`src/rtl/firebird7_in_gate1_tessent_data_mux_pkg.sv`:
```
// firebird7_in_gate1_tessent_data_mux_pkg: shared state encoding and counter sizing for the gate1 data mux.
package firebird7_in_gate1_tessent_data_mux_pkg;

    typedef enum logic [1:0] {FUNC, TO_IJTAG, IJTAG, TO_FUNC} mux_state_e;

    function automatic int cnt_width(input int settle);
        return ($clog2(settle + 1) < 1) ? 1 : $clog2(settle + 1);
    endfunction

endpackage

```
`src/rtl/firebird7_in_gate1_tessent_data_mux_ch.sv`:
```
// firebird7_in_gate1_tessent_data_mux_ch: one channel of the break-before-make functional/IJTAG data mux.
//   clk       : rising-edge clock
//   rst_n     : asynchronous active-low reset
//   sel       : 1 requests IJTAG source, 0 functional source
//   fin, ijd  : functional and IJTAG data words
//   data_out  : registered muxed word, held constant while settling
//   active    : channel is driving IJTAG data
//   switching : channel is in a settle (hold) state
module firebird7_in_gate1_tessent_data_mux_ch
    import firebird7_in_gate1_tessent_data_mux_pkg::*;
#(
    parameter int WIDTH         = 3,
    parameter int SETTLE_CYCLES = 2
) (
    input  logic             clk,
    input  logic             rst_n,
    input  logic             sel,
    input  logic [WIDTH-1:0] fin,
    input  logic [WIDTH-1:0] ijd,
    output logic [WIDTH-1:0] data_out,
    output logic             active,
    output logic             switching
);

    localparam int CW = cnt_width(SETTLE_CYCLES);
    // Counter preload; the zero-settle build never enters a hold state.
    localparam logic [CW-1:0] CNT_LOAD = CW'((SETTLE_CYCLES > 0) ? SETTLE_CYCLES - 1 : 0);
    localparam bit NO_SETTLE = (SETTLE_CYCLES == 0);

    mux_state_e    state;
    logic [CW-1:0] cnt;

    always_ff @(posedge clk or negedge rst_n) begin
        if (!rst_n) begin
            state    <= FUNC;
            cnt      <= '0;
            data_out <= '0;
        end else begin
            case (state)
                FUNC: begin
                    if (sel && NO_SETTLE) begin
                        state    <= IJTAG;
                        data_out <= ijd;
                    end else begin
                        data_out <= fin;
                        if (sel) begin
                            state <= TO_IJTAG;
                            cnt   <= CNT_LOAD;
                        end
                    end
                end
                TO_IJTAG: begin
                    if (!sel) begin
                        state    <= FUNC;
                        data_out <= fin;
                    end else if (cnt == '0) begin
                        state    <= IJTAG;
                        data_out <= ijd;
                    end else begin
                        cnt <= cnt - 1'b1;
                    end
                end
                IJTAG: begin
                    if (!sel && NO_SETTLE) begin
                        state    <= FUNC;
                        data_out <= fin;
                    end else begin
                        data_out <= ijd;
                        if (!sel) begin
                            state <= TO_FUNC;
                            cnt   <= CNT_LOAD;
                        end
                    end
                end
                TO_FUNC: begin
                    if (sel) begin
                        state    <= IJTAG;
                        data_out <= ijd;
                    end else if (cnt == '0) begin
                        state    <= FUNC;
                        data_out <= fin;
                    end else begin
                        cnt <= cnt - 1'b1;
                    end
                end
                default: state <= FUNC;
            endcase
        end
    end

    assign active    = (state == IJTAG);
    assign switching = (state == TO_IJTAG) || (state == TO_FUNC);

endmodule

```
`src/rtl/firebird7_in_gate1_tessent_data_mux_sync.sv`:
```
// firebird7_in_gate1_tessent_data_mux_sync: multi-channel glitch-free functional/IJTAG data mux for gate1.
//   ijtag_tck          : clock, all state on rising edge
//   ijtag_reset        : asynchronous active-low reset
//   ijtag_select       : per-channel source request (1 = IJTAG)
//   functional_data_in : channel c in bits [c*WIDTH +: WIDTH]
//   ijtag_data_in      : same packing
//   data_out           : registered muxed data, same packing
//   ijtag_active       : per-channel IJTAG-driving flag
//   switching          : per-channel settle flag
// Optional readback (macro FIREBIRD7_IN_GATE1_TESSENT_DATA_MUX_CAPTURE_EN):
//   ijtag_capture_en   : snapshot the currently driven data_out
//   capture_data       : last snapshot, same packing
module firebird7_in_gate1_tessent_data_mux_sync #(
    parameter int WIDTH         = 3,
    parameter int NUM_CH        = 1,
    parameter int SETTLE_CYCLES = 2
) (
    input  logic                    ijtag_tck,
    input  logic                    ijtag_reset,
    input  logic [NUM_CH-1:0]       ijtag_select,
    input  logic [NUM_CH*WIDTH-1:0] functional_data_in,
    input  logic [NUM_CH*WIDTH-1:0] ijtag_data_in,
    output logic [NUM_CH*WIDTH-1:0] data_out,
    output logic [NUM_CH-1:0]       ijtag_active,
`ifdef FIREBIRD7_IN_GATE1_TESSENT_DATA_MUX_CAPTURE_EN
    output logic [NUM_CH-1:0]       switching,
    input  logic                    ijtag_capture_en,
    output logic [NUM_CH*WIDTH-1:0] capture_data
`else
    output logic [NUM_CH-1:0]       switching
`endif
);

    for (genvar c = 0; c < NUM_CH; c++) begin : g_ch
        firebird7_in_gate1_tessent_data_mux_ch #(
            .WIDTH         (WIDTH),
            .SETTLE_CYCLES (SETTLE_CYCLES)
        ) u_ch (
            .clk       (ijtag_tck),
            .rst_n     (ijtag_reset),
            .sel       (ijtag_select[c]),
            .fin       (functional_data_in[c*WIDTH +: WIDTH]),
            .ijd       (ijtag_data_in[c*WIDTH +: WIDTH]),
            .data_out  (data_out[c*WIDTH +: WIDTH]),
            .active    (ijtag_active[c]),
            .switching (switching[c])
        );
    end

`ifdef FIREBIRD7_IN_GATE1_TESSENT_DATA_MUX_CAPTURE_EN
    // Snapshot is of the word already driven, not the one being loaded this edge.
    always_ff @(posedge ijtag_tck or negedge ijtag_reset) begin
        if (!ijtag_reset) capture_data <= '0;
        else if (ijtag_capture_en) capture_data <= data_out;
    end
`endif

endmodule

```
`config.mk`:
```
export PLATFORM = sky130hd
export DESIGN_NAME = firebird7_in_gate1_tessent_data_mux_sync
export DESIGN_NICKNAME = d
export VERILOG_FILES = /design/src/rtl/firebird7_in_gate1_tessent_data_mux_pkg.sv /design/src/rtl/firebird7_in_gate1_tessent_data_mux_ch.sv /design/src/rtl/firebird7_in_gate1_tessent_data_mux_sync.sv
export SDC_FILE = /design/constraint.sdc
export NUM_CORES = 1
export LEC_CHECK = 0
export ABC_AREA = 1
export CAP_MARGIN = 40
export CORE_AREA = 2 2 39 41
export DETAILED_ROUTE_END_ITERATION = 12
export DIE_AREA = 0 0 41 43
export SETUP_SLACK_MARGIN = 0.05
export SLEW_MARGIN = 20
export SYNTH_ARGS = -nofsm -noshare
export SYNTH_HDL_FRONTEND = slang
export SYNTH_HIERARCHICAL = 1
export SYNTH_SLANG_ARGS = --single-unit
```
`constraint.sdc`:
```
create_clock -name ijtag_tck -period 2.1 [get_ports ijtag_tck]
set_input_delay 0.42 -clock ijtag_tck [delete_from_list [all_inputs] [get_ports ijtag_tck]]
set_output_delay 0.42 -clock ijtag_tck [all_outputs]
set_load 0.03 [all_outputs]
```
[Word level (Yosys, flattened, before mapping)]
Cells that the tools add are included.
Word-level totals
  input bits: 9
  register bits: 7
  output and inout bits: 5
  logic and storage cells: 36
Cells by class
  add/subtract/negate cells: 1
  mux-type cells: 17
  reduce and logical (&&, ||, !) cells: 6
  equal/unequal tests: 9
Operators with widths (number)
  2-bit 2-to-1 mux: 10
  2-bit case mux with 4 select lines: 2
  3-bit 2-to-1 mux: 4
  3-bit case mux with 4 select lines: 1
  2-bit inequality test, second input constant: 4
  4-bit AND reduction: 2
  3-bit by 2-bit inequality test with 1-bit output, second input constant: 2
  2-bit == test, second input constant: 2
  2-bit logical NOT: 2
  2-bit by 1-bit == test with 1-bit output, second input constant: 1
  2-bit AND reduction: 1
  2-bit by 1-bit subtractor with 2-bit output, second input constant: 1
  1-bit logical OR: 1

[Depth between registers and ports, before layout]
  depth in word-level cells: 4
  gate-level depth with buffers: 7
  mapped depth without buffers: 7

[Worst setup path before layout]
No wires, ideal clock.
  path kind: reg-to-output
  start point: register g_ch[0].u_ch.state[0]
  end point: output port ijtag_active
  data arrival time: 0.810 ns
  stages on the path, launching flop included: 4
  buffers on the path: 0
  slack: 0.870 ns
  required time: 1.680 ns
  cells stage by stage: dfrtp_1 > inv_2 > nand2_2 > inv_1
On the way
  cells in the longest elaborated chain, start to end: 1
Ends and longest elaborated chain
  start, declared: RTL line firebird7_in_gate1_tessent_data_mux_ch.sv:30  | mux_state_e state;
  start signal, assigned: RTL line firebird7_in_gate1_tessent_data_mux_ch.sv:35  | state <= FUNC;
  start signal, assigned: RTL line firebird7_in_gate1_tessent_data_mux_ch.sv:42  | state <= IJTAG;
  start signal, assigned: RTL line firebird7_in_gate1_tessent_data_mux_ch.sv:47  | state <= TO_IJTAG;
  2-bit == test: RTL line firebird7_in_gate1_tessent_data_mux_ch.sv:91  | assign active = (state == IJTAG);
  end, declared: RTL line firebird7_in_gate1_tessent_data_mux_sync.sv:24  | output logic [NUM_CH-1:0] ijtag_active,
No other way between the ends.

[Worst setup path in the final report]
Same ends and word-level chain as after synthesis.

==> flow_summary.json <==
{
  "synth-seq-cells": 7,
  "slew_viol_final": 0,
  "num_vias": 368,
  "critPathSlowestCell": "dfrtp_1",
  "critPathRequiredTime_ns": 1.68,
  "reg2reg_depth": 7,
  "maxSlewHeadroom_pct": 79.1,
  "fmax_mhz": 568,
  "place_inst": 82,
  "antenna_cells": 0,
  "grt_max_degree": 8,
  "worst_pin_slew_ns": 0.313,
  "crit_chain": "inv_2 > nand2_2 > inv_1 > dlygate4sd2_1",
  "fp.dieH_um": 43,
  "fin_crit_ns": 1.76,
  "avgSynthCellArea_sq_um": 7.97,
  "grtUsageTotal_pct": 11.1,
  "setup_slack_ns": 0.340,
  "cpPeakStageDelay_ns": 0.41,
  "place_congestion": 0.728,
  "syn_inst": 54,
  "reg2reg_slack_ns": 0.91,
  "synthSimpleGateAreaFrac_pct": 44.5,
  "path_max_fanout": 5,
  "dp_slack_ns": 0.326,
  "startpoint_type": "register",
  "powerDensity_nw_per_um2": 1530,
  "clock_latency_ns": 0.25,
  "viasPerCell": 4.28,
  "period_share_pct": 83.8,
  "num_rows": 14,
  "clk_path_buf_depth": 2,
  "rsz0062_at_grt": "false",
  "p_leak_nw": 0.317,
  "initial_core_util_pct": 31.1,
  "antenna_found_initial": 0,
  "fillers": 158,
  "syn-cell-area_sq_um": 430,
  "yosysUniqueCellTypes": 16,
  "post_cts_buffers": 0,
  "io_pins": 14,
  "dp_hpwl_um": 700,
  "setup_tns_ns": 0,
  "hold_viol": 0,
  "grt_pass1_wl_mm": 1.24,
  "core_area_sq_um": 1380,
  "syn_nets": 64,
  "syn2layout_area_growth_pct": 39.8,
  "netlist.area_leader.share_pct": 40.7,
  "synth_xor_area_share_pct": 0,
  "placed_cell_area_sq_um": 577,
  "synthMuxAreaShare_pct": 0,
  "ys_top_cells_by_area": "dfrtp_1, nand2_1, nand3_1, inv_1, nand2_4",
  "dieArea_sq_um": 1760,
  "cts_buffers": 3,
  "drive_gt1_share_pct": 21.4,
  "setup_viol": 0,
  "synth-compound-area-share_pct": 2.33,
  "maxCapViolCount": 0,
  "synth_fa_ha_area_share_pct": 2.91,
  "synth_top_family_by_area": "simple AND/OR/NAND/NOR gates",
  "first_pass_iters": 4,
  "root_buffer": "clkbuf_4",
  "finalClockSkew_ns": 0.00432,
  "wl_um": 846,
  "synth_largest_area_cell": "dfrtp_1",
  "die_w_um": 41,
  "finalNetCount": 81,
  "stdcell_count": 86,
  "yosys_warnings": 6,
  "cts.clk_slew.worst_paths_ns": 0.05,
  "synth-seq-area-share_pct": 40.7,
  "wire_per_inst_um": 9.84,
  "drt_iter0_drc": 2,
  "status": "finished, final reports clean",
  "first_global_vias": 335,
  "arrival_ns": 1.34,
  "power.total_mw": 0.920,
  "timing.rr.end": "g_ch[0].u_ch/cnt[1]$_DFFE_PN0P_",
  "peakVddDrop_uv": 476,
  "cts_tree": "built",
  "numPortBuffers": 13,
  "setup.worst_path.end_class": "output pin",
  "clkSinkCount": 7,
  "post-route-cell-area_sq_um": 602,
  "rr_startpoint": "g_ch[0].u_ch/cnt[0]$_DFFE_PN0P_",
  "cts.htree.levels": 1,
  "whs_ns": 0.430,
  "worstSetupPathType": "register to output pin",
  "gr-total-overflow": 0,
  "drc_errors": 0,
  "hold_class": "primary input to async pin",
  "ant_nets": 0,
  "postLayoutCoreUtil_pct": 43.5
}
-- timing repair --
action | CTS | global route
resized for setup | 1 | 0
hold buffers | 0 | 0
setup endpoints to repair | 1 | 0
-- area by class of cell --
class | count | area, sq um | area share [%]
sequential | 7 | 175 | 29.1
tap | 16 | 20.0 | 3.33
inverter | 10 | 37.5 | 6.24
timing repair buffer | 13 | 129 | 21.4
multi-input combinational | 36 | 214 | 35.6
clock buffer | 4 | 26.3 | 4.37
-- metal layers --
metal	wire (um)	track usage, %	part of all wire, %
met1	366	11.4	43
met2	398	16.6	47
met3	68	2.09	8.0
met4	12	12.0	1.4
met5	0	0	0
-- synth_stat cells --
| cell type | n |
|---|---|
| nand3b_1 | 2 |
| inv_1 | 6 |
| ha_1 | 1 |
| o21ai_1 | 1 |
| nand2_1 | 16 |
| o21ai_0 | 1 |
| clkbuf_1 | 1 |
| inv_2 | 4 |
| nand3_1 | 6 |
| nand3_2 | 1 |
| dfrtp_1 | 7 |
| nor2_4 | 1 |
| nand2_4 | 2 |
| nand2_2 | 3 |
| nor2_1 | 1 |
| nor2_8 | 1 |
-- where the power goes --
group	total, mW	internal, mW	switching, mW
combinational	0.552	0.211	0.341
sequential	0.251	0.203	0.0481
clock	0.118	0.0722	0.0453
total	0.920	0.486	0.434
-- cells in the final DEF, fill, tap and decap left out, drive strengths merged --
cell / Yosys / routed
clkbuf: 1 / 4
clkdlybuf4s50: 0 / 12
dfrtp: 7 / 7
dlygate4sd2: 0 / 1
ha: 1 / 1
inv: 10 / 10
nand2: 21 / 21
nand3: 7 / 7
nand3b: 2 / 2
nor2: 3 / 3
o21ai: 2 / 2
-- how the worst max path moves through the flow --
stage | startpoint | depth (start not counted) | endpoint
2_1_floorplan | g_ch[0].u_ch/state[0]$_DFFE_PN0P_ | 3 | ijtag_active
3_3_place_gp | g_ch[0].u_ch/state[0]$_DFFE_PN0P_ | 4 | ijtag_active
3_5_place_dp | g_ch[0].u_ch/state[0]$_DFFE_PN0P_ | 4 | ijtag_active
4_1_cts | g_ch[0].u_ch/state[0]$_DFFE_PN0P_ | 4 | ijtag_active
5_1_grt | g_ch[0].u_ch/state[0]$_DFFE_PN0P_ | 4 | ijtag_active
6_report | g_ch[0].u_ch/state[0]$_DFFE_PN0P_ | 4 | ijtag_active
-- cell families (layout without fill, tap and decap cells) --
| logic type | count (synthesis) | in the layout |
|---|---|---|
| AND/OR/NAND/NOR | 33 | 33 |
| buffers and inverters | 11 | 27 |
| flip-flops | 7 | 7 |
| AO/OA/AOI/OAI | 2 | 2 |
| adder cells (fa/ha/maj) | 1 | 1 |
-- critical path, delay by kind of cell (launching register included) --
kind | cells | cell delay [ns]
flops | 1 | 0.41
buf+inv | 3 | 0.58
simple gates | 1 | 0.10
No activity file was read; power rests on OpenSTA's default activity.
==> patch: new RTL, same settings <==
The 4 states of `mux_state_e` get a one-hot encoding in 4 bits.
--- a/src/rtl/firebird7_in_gate1_tessent_data_mux_pkg.sv
+++ b/src/rtl/firebird7_in_gate1_tessent_data_mux_pkg.sv
@@ -1,7 +1,7 @@
 // firebird7_in_gate1_tessent_data_mux_pkg: shared state encoding and counter sizing for the gate1 data mux.
 package firebird7_in_gate1_tessent_data_mux_pkg;
 
-    typedef enum logic [1:0] {FUNC, TO_IJTAG, IJTAG, TO_FUNC} mux_state_e;
+    typedef enum logic [3:0] {FUNC = 4'b0001, TO_IJTAG = 4'b0010, IJTAG = 4'b0100, TO_FUNC = 4'b1000} mux_state_e;
 
     function automatic int cnt_width(input int settle);
         return ($clog2(settle + 1) < 1) ? 1 : $clog2(settle + 1);
Function: no difference found for any inputs over 10 cycles, from zero or initial values and one cycle with ijtag_reset low; not proved beyond that.
==> patch against the original RTL <==
Sequential cell count increased by 2; power increased by 32%; synthesized area increased by 62%; wire length increased by 73%; critical path type unchanged; via count increased by 88%; cell count increased by 62%; die area unchanged; design area increased by 46%; setup slack got worse by 0.14 ns.
==> patch: results (changes against the original RTL) <==
metric;value;unit;change
pre_cts_slack;0.193;ns;-0.133 ns
leakagePower;0.458;nW;+44%
worstReg2RegStart;g_ch[0].u_ch/state[0];;
grt_overflow_total;0;;unchanged
synth_common_cells;nand2_1, nor2_1, dfrtp_1, inv_1, nand2_2;;
grt_pass1_wl;2.44;mm;+97%
clock_latency;0.25;ns;about the same
antennaDiodeCount;0;;unchanged
vias;693;;+88%
peakVddDrop;0.765;mV;+61%
place.gp.congestion;0.756;;+3.9%
cts.clk_slew.worst_paths;0.06;ns;
syn_nets;115;;+80%
r2r-end;g_ch[0].u_ch/data_out[2];;
cts_made_buffers;3;;unchanged
reg.largest.list;g_ch.u_ch/state x4, g_ch.u_ch/data_out x3, g_ch.u_ch/cnt x2;;
rrSetupSlack;0.69;ns;-0.22 ns
ctsHtreeMaxLevel;1;;unchanged
antenna_found_initial;0;;unchanged
fill_cells;131;;-17%
dpl-instance-area;853;sq um;+48%
synth.distinct_cells;17;;+1
dr.pass1.iters;4;;unchanged
ys.warnings.count;6;;unchanged
hp-class;in2async;;
clockRootBuffer;clkbuf_4;;
drt_iter0_drc;13;;+11
r2r_cells;8;;+1
use_met2;30.6;%;+14 points
routedWlPerCell;10.5;um;+7.2%
ys_seq_area_share;32.6;%;-8.1 points
status;finished, final reports clean;;
max_slew_margin;71.0;%;-8.0 points
portBuffers;13;;unchanged
arrival;1.48;ns;+0.14 ns
layout-drive-gt1-share;21.1;%;-0.29 points
track_usage;20.8;%;+9.7 points
finalSetupViolations;0;;unchanged
clock_skew;0.00267;ns;-0.00166 ns
crit_fanout;6;;+1
final_nets;134;;+65%
grt_pass1_vias;630;;+88%
grt_max_degree;11;;+3
dpl.hpwl;1.19;mm;+70%
whs;0.473;ns;+0.0430 ns
synthArstFlopShare;100;%;unchanged
synth_area_leaders;dfrtp_1, nand2_1, nand2_2;;
use_met3;3.14;%;+1.0 points
grt_use_met1;27.7;%;+16 points
clockBufferDepth;2;;unchanged
patch: cell count changes after synthesis, sizes merged:
cell / change
inv: +3
clkbuf: -1
dfrtp: +1
nand2: +28
dfstp: +1
a21oi: +4
nand3b: -2
nand4: +2
nand3: -1
o21ai: +4
nor2: +12
patch: how the worst max path moves through the flow:
stage | startpoint | to | slack (ns) | depth (start not counted)
6_report | g_ch[0].u_ch/state[2] | switching | 0.20 | 4
3_3_place_gp | g_ch[0].u_ch/state[2] | switching | 0.22 | 4
2_1_floorplan | g_ch[0].u_ch/state[2] | switching | 0.82 | 3
5_1_grt | g_ch[0].u_ch/state[2] | switching | 0.10 | 4
3_5_place_dp | g_ch[0].u_ch/state[2] | switching | 0.19 | 4
4_1_cts | g_ch[0].u_ch/state[2] | switching | 0.18 | 4
patch: area by class of cell:
cell class                      instances  area (sq um)  area share [%]
Multi-Input combinational cell         83           420            47.9
Sequential cell                         9           226            25.8
Timing Repair Buffer                   14           135            15.4
Inverter                               13          48.8            5.56
Clock buffer                            4          26.3            3.00
Tap cell                               16          20.0            2.28
patch: cells by family (layout without fill, tap and decap cells):
kind of cell             count (synthesis)  after routing  synth area share, %
AND/OR/NAND/NOR                         72             72                 51.4
buffers and inverters                   13             31                 7.01
AO/OA/AOI/OAI                           10             10                 7.19
flip-flops                               9              9                 32.6
adder cells (fa/ha/maj)                  1              1                 1.80
patch: worst max-delay path, cell delays in order, from the launching register on:
cell	delay [ns]
dfrtp_1	0.44
nor2_1	0.19
nand2_2	0.12
nand2_4	0.08
dlygate4sd2_1	0.39
patch: stage by stage:
step,instances,total power [mW]
6_report,139,1.21
5_1_grt,139,1.33
4_1_cts,139,1.22
3_5_place_dp,135,1.10
3_3_place_gp,135,1.09
2_1_floorplan,105,0.886
patch: metal layers:
layer	part of all wire, %	vias up
met2	46	16
li1	-	365
met4	2.6	0
met1	48	308
met5	0	-
met3	3.2	4
patch: timing repair:
item / 4_1_cts / 5_1_grt
setup endpoints to repair: 2 / 0
hold buffers: 0 / 0
resized for setup: 2 / 0
setup buffers: 0 / 0
patch: power by group:
group          total [mW]  internal (mW)  switching (mW)
sequential          0.310          0.255          0.0555
clock               0.129         0.0729          0.0559
combinational       0.773          0.281           0.493
total                1.21          0.609           0.604
